File: config.mk
export PLATFORM = sky130hd
export DESIGN_NAME = mem_port_arbiter
export DESIGN_NICKNAME = d
export VERILOG_FILES = /design/src/rtl/mem_port_arbiter.sv
export SDC_FILE = /design/constraint.sdc
export NUM_CORES = 1
export LEC_CHECK = 0
export ABC_AREA = 1
export CORE_AREA = 2 2 92 94
export DETAILED_ROUTE_END_ITERATION = 7
export DIE_AREA = 0 0 94 96
export GPL_TIMING_DRIVEN = 0
export PLACE_DENSITY_LB_ADDON = 0.15
export SYNTH_ARGS = -nofsm -noshare
export SYNTH_HDL_FRONTEND = slang
export SYNTH_SLANG_ARGS = --single-unit
export TNS_END_PERCENT = 5
File: constraint.sdc
create_clock -name clk_i -period 2.8 [get_ports clk_i]
set_input_delay 0.56 -clock clk_i [delete_from_list [all_inputs] [get_ports clk_i]]
set_output_delay 0.56 -clock clk_i [all_outputs]
set_load 0.005 [all_outputs]
File: src/rtl/mem_port_arbiter.sv
// Round-robin arbiter sharing one memory port between fetch (0) and load/store (1).
// Optional ack watchdog enabled by defining ARB_TIMEOUT_EN.
module mem_port_arbiter #(
  parameter int WIDTH   = 32,
  parameter int TIMEOUT = 16
) (
  input  logic             clk_i,
  input  logic             rst_i,
  input  logic             req0_i,
  input  logic [WIDTH-1:0] addr0_i,
  input  logic             req1_i,
  input  logic [WIDTH-1:0] addr1_i,
  input  logic             we1_i,
  input  logic [WIDTH-1:0] wdata1_i,
  output logic             mem_req_o,
  output logic [WIDTH-1:0] mem_addr_o,
  output logic             mem_we_o,
  output logic [WIDTH-1:0] mem_wdata_o,
  input  logic             mem_ack_i,
  input  logic [WIDTH-1:0] mem_rdata_i,
  output logic [WIDTH-1:0] rdata_o,
  output logic             ack0_o,
  output logic             ack1_o,
  output logic             sel_o,
  output logic             err_o
);

  typedef enum logic [1:0] {IDLE, BUSY0, BUSY1} state_t;

  state_t state_q, state_d;
  logic   last_q, last_d;
  logic   sel_q, sel_d;
  logic   busy;
  logic   timeout;

`ifdef ARB_TIMEOUT_EN
  localparam int CW = $clog2(TIMEOUT) + 1;
  logic [CW-1:0] cnt_q, cnt_d;
`endif

  assign busy = (state_q != IDLE);

  always_comb begin
    state_d = state_q;
    last_d  = last_q;
    sel_d   = sel_q;
`ifdef ARB_TIMEOUT_EN
    cnt_d   = cnt_q;
    timeout = busy && !mem_ack_i && (cnt_q == CW'(TIMEOUT - 1));
`else
    timeout = 1'b0;
`endif
    case (state_q)
      IDLE: begin
        // On a tie the requester that did not win last time gets the port.
        if (req0_i && (!req1_i || last_q)) begin
          state_d = BUSY0;
          last_d  = 1'b0;
          sel_d   = 1'b0;
`ifdef ARB_TIMEOUT_EN
          cnt_d   = '0;
`endif
        end else if (req1_i) begin
          state_d = BUSY1;
          last_d  = 1'b1;
          sel_d   = 1'b1;
`ifdef ARB_TIMEOUT_EN
          cnt_d   = '0;
`endif
        end
      end
      BUSY0, BUSY1: begin
        if (mem_ack_i || timeout) begin
          state_d = IDLE;
        end else begin
`ifdef ARB_TIMEOUT_EN
          cnt_d = cnt_q + CW'(1);
`endif
        end
      end
      default: state_d = IDLE;
    endcase
  end

  always_ff @(posedge clk_i) begin
    if (rst_i) begin
      state_q <= IDLE;
      last_q  <= 1'b1;
      sel_q   <= 1'b0;
`ifdef ARB_TIMEOUT_EN
      cnt_q   <= '0;
`endif
    end else begin
      state_q <= state_d;
      last_q  <= last_d;
      sel_q   <= sel_d;
`ifdef ARB_TIMEOUT_EN
      cnt_q   <= cnt_d;
`endif
    end
  end

  assign mem_req_o   = busy;
  assign sel_o       = sel_q;
  assign mem_addr_o  = sel_q ? addr1_i : addr0_i;
  assign mem_we_o    = (state_q == BUSY1) && we1_i;
  assign mem_wdata_o = wdata1_i;
  assign rdata_o     = mem_rdata_i;
  assign ack0_o      = (state_q == BUSY0) && mem_ack_i;
  assign ack1_o      = (state_q == BUSY1) && mem_ack_i;
  assign err_o       = timeout;

endmodule

Word level (Yosys, flattened, before mapping)
Index checks and enable logic that the tools add are counted.
Widths: inputs -> output; s select.

word-level totals
  register bits after elaboration = 4
  bits of input ports = 134
  logic and storage cells = 26

cells by class
  equal/unequal tests = 4
  muxes and demuxes = 7
  reduce and logical (&&, ||, !) cells = 12

operators by type and width
  operator            number
  $mux 32             1
  $mux 2              3
  $logic_and 1x1->1   4
  $pmux 2 s2          1
  $reduce_and 2->1    2
  $reduce_bool 2->1   2
  $ne 3x3->1 const B  1
  $eq 2x1->1 const B  1
  $eq 2x2->1 const B  1
  $logic_not 2->1     1
  $mux 1              2
  $ne 2x2->1 const B  1
  $reduce_or 2->1     1
  $logic_not 1->1     1
  $logic_or 1x1->1    1

Longest topological paths before layout
  depth in word-level cells = 5
  mapped depth = 7
  gate-level depth less buffers = 7

Worst setup path before layout
OpenSTA, ideal clock, no wires.

  kind = register to output
  start = register sel_q (netlist: sel_o)
  end = output mem_addr_o[0]
  arrival time = 0.924 ns
  required time = 2.240 ns
  path slack = 1.316 ns
  cell stages (with the launch flop) = 4
  buffers on the path = 2
  cells stage by stage = dfxtp_1 > buf_6 > buf_12 > mux2_4

between the ends
  cells in the longest elaborated chain, start to end = 1

ends and longest elaborated chain
  what                      RTL line  text
  start: declaration        32        logic sel_q, sel_d;
  start signal: assignment  96        sel_q <= sel_d;
  $mux 32                   105       assign mem_addr_o = sel_q ? addr1_i : addr0_i;
  end: declaration          16        output logic [WIDTH-1:0] mem_addr_o,

Every way passes these cells.

Worst setup path after layout
  start = input addr0_i[18]
  end = output mem_addr_o[18]

between the ends
  cells in the longest elaborated chain, start to end = 1

ends and longest elaborated chain
  what                RTL line  text
  start: declaration  10        input logic [WIDTH-1:0] addr0_i,
  $mux 32             105

Every way passes these cells.

==> flow_summary.json <==
{
  "crit_end": "mem_addr_o[18]",
  "comb_power_share": 0.739,
  "tns_ps": 0,
  "numPortBuffers": 170,
  "r2r-start": "state_q[0]$_SDFFE_PP0P_",
  "syn-num-nets": 276,
  "multi_input_area_um2": 612,
  "regArea_um2": 80.1,
  "fin_nets": 451,
  "slew_viol_final": 0,
  "required_ps": 2240,
  "via_count": 1441,
  "worstPathMaxFanout": 1,
  "grt_use_total": 0.0979,
  "leakagePower_nw": 1.40,
  "nFillCells": 788,
  "grt-ovfl-total": 0,
  "layout_common_cells": "clkdlybuf4s50_1 (170), buf_4 (65), mux2_4 (29), nand2_1 (11), inv_1 (9)",
  "hpwl_mm": 4.81,
  "synth_top_family_by_area": "buffers and inverters",
  "clock_latency_ps": 210,
  "antenna_found_initial": 0,
  "clk_path_buf_depth": 2,
  "power_uw": 709,
  "finalCritPeriodShare": 0.806,
  "peakVddDrop_mv": 0.115,
  "die_y_um": 96,
  "grt_first_pass_wirelength_mm": 7.05,
  "core_area_um2": 8050,
  "synth_xor_area_frac": 0,
  "numCtsBuffers": 3,
  "setup_viol": 0,
  "synth_compound_area_frac": 0.0156,
  "holdWs_ps": 474,
  "reg2reg_setup_slack_ps": 1670,
  "fmax_mhz": 443,
  "cap_violations": 0,
  "areaGrowthSynthToFinish_pct": 146,
  "cts.root.buffer_cell": "clkbuf_8",
  "intPower_uw": 546,
  "clkPwrFrac": 0.165,
  "status": "finished, final reports clean",
  "num_antenna_cells": 0,
  "htreeDepth": 1,
  "cts-hold-fix-buffers": 0,
  "rr_endpoint": "state_q[0]$_SDFFE_PP0P_",
  "grt_max_degree": 11,
  "drt_iter0_drc": 13,
  "ys_seq_elements": 4,
  "drive_gt1_frac": 0.343,
  "die_area_um2": 9020,
  "crit_start": "addr0_i[18]",
  "clk_pin_slew_ps": 30,
  "ys_types": 15,
  "rsz0062_at_grt": "no",
  "final_common_cell": "clkdlybuf4s50_1",
  "syn_area_um2": 1280,
  "switching_power_uw": 162,
  "grt_pass1_vias": 1327,
  "hold_path_depth": 2,
  "skew_ps": 0.785,
  "dr.pass1.iters": 2,
  "arrival_ps": 1700,
  "p_sw_frac": 0.229,
  "rows": 33,
  "cts-resized-gates": 0,
  "start_util": 0.160,
  "drc": 0,
  "finalWirelength_mm": 5.26,
  "ioPinCount": 236,
  "synth_adder_area_share": 0.0292,
  "post_cts_buffers": 0,
  "startpoint_type": "input port",
  "synth_seq_area_share": 0.0623,
  "power.density_nw_per_um2": 224,
  "hold_viol": 0,
  "ys_warn_count": 0,
  "hp-class": "reg2reg",
  "synthMuxAreaShare": 0.365,
  "ant_nets": 0,
  "tritoncts": "built",
  "gp_congestion": 0.647,
  "syn_inst": 139,
  "die_w_um": 94,
  "period_needed_ps": 2260,
  "wl_per_cell_um": 12.6,
  "synth.avg_cell_area_um2": 9.24,
  "reg2regPathDepth": 5,
  "path_class": "in2out",
  "avgViaCountPerCell": 3.46,
  "seqPwrFrac": 0.096,
  "yosys.area_share.simple": 0.0633,
  "endpoint_kind": "output pin",
  "cts.sinks": 4
}
-- layer usage --
layer	track usage	routed length [um]
met1	0.107	1790
met2	0.189	2930
met3	0.0274	530
met5	0	0
met4	0.0181	0
-- worst min path at each step --
stage,start,end,slack [ps]
floorplan,last_q$_SDFFE_PP1P_,last_q$_SDFFE_PP1P_,430
global placement,last_q$_SDFFE_PP1P_,last_q$_SDFFE_PP1P_,450
detailed placement,state_q[1]$_SDFFE_PP0P_,state_q[1]$_SDFFE_PP0P_,480
CTS,state_q[1]$_SDFFE_PP0P_,state_q[1]$_SDFFE_PP0P_,480
global route,last_q$_SDFFE_PP1P_,last_q$_SDFFE_PP1P_,500
finish,last_q$_SDFFE_PP1P_,last_q$_SDFFE_PP1P_,470
-- cell usage after synthesis, drive strengths merged --
master	instances	area (um^2)
conb	1	3.75
ha	3	37.5
dfxtp	4	80.1
nand2	13	53.8
nand4	2	12.5
nand3	2	15.0
a21oi	4	20.0
inv	9	33.8
mux2	32	469
buf	69	559
-- power groups by stage --
stage	Combinational, mW	Sequential (mW)	Clock, mW
global placement	0.527	0.0684	0
global route	0.562	0.0689	0.124
finish	0.524	0.0681	0.117
detailed placement	0.529	0.0689	0
CTS	0.531	0.0682	0.121
floorplan	0.224	0.0679	0
-- registers in the layout, indices dropped and copies added, names as in the netlist --
register / count
state_q: 2
last_q: 1
sel_o: 1
-- critical path, cell delays in order --
cell and delay (ps):
clkdlybuf4s50_1 400, mux2_4 260, clkdlybuf4s50_1 470
-- logic make-up after synthesis --
family,count (synthesis)
buffers and inverters,78
multiplexers,32
AND/OR/NAND/NOR,17
AO/OA/AOI/OAI,4
flip-flops,4
adder cells (fa/ha/maj),3
other,1
-- cell type report --
| type | count | share of cell area |
|---|---|---|
| Clock buffer | 3 | 0.0131 |
| Tap cell | 105 | 0.0416 |
| Timing Repair Buffer | 170 | 0.539 |
| Multi-Input combinational cell | 57 | 0.194 |
| Buffer | 69 | 0.177 |
| Sequential cell | 4 | 0.0253 |
| Inverter | 9 | 0.0107 |
-- through the flow --
step | utilization | setup slack (ps) | std cells | area, um^2
after CTS | 0.392 | 534 | 417 | 3160
final | 0.392 | 544 | 417 | 3160
after global routing | 0.392 | 507 | 417 | 3160
after floorplan | - | 1320 | 139 | 1280
after detailed placement | 0.387 | 534 | 414 | 3120
after global placement | 0.387 | 537 | 414 | 3120
(Power assumes the default switching activity.)
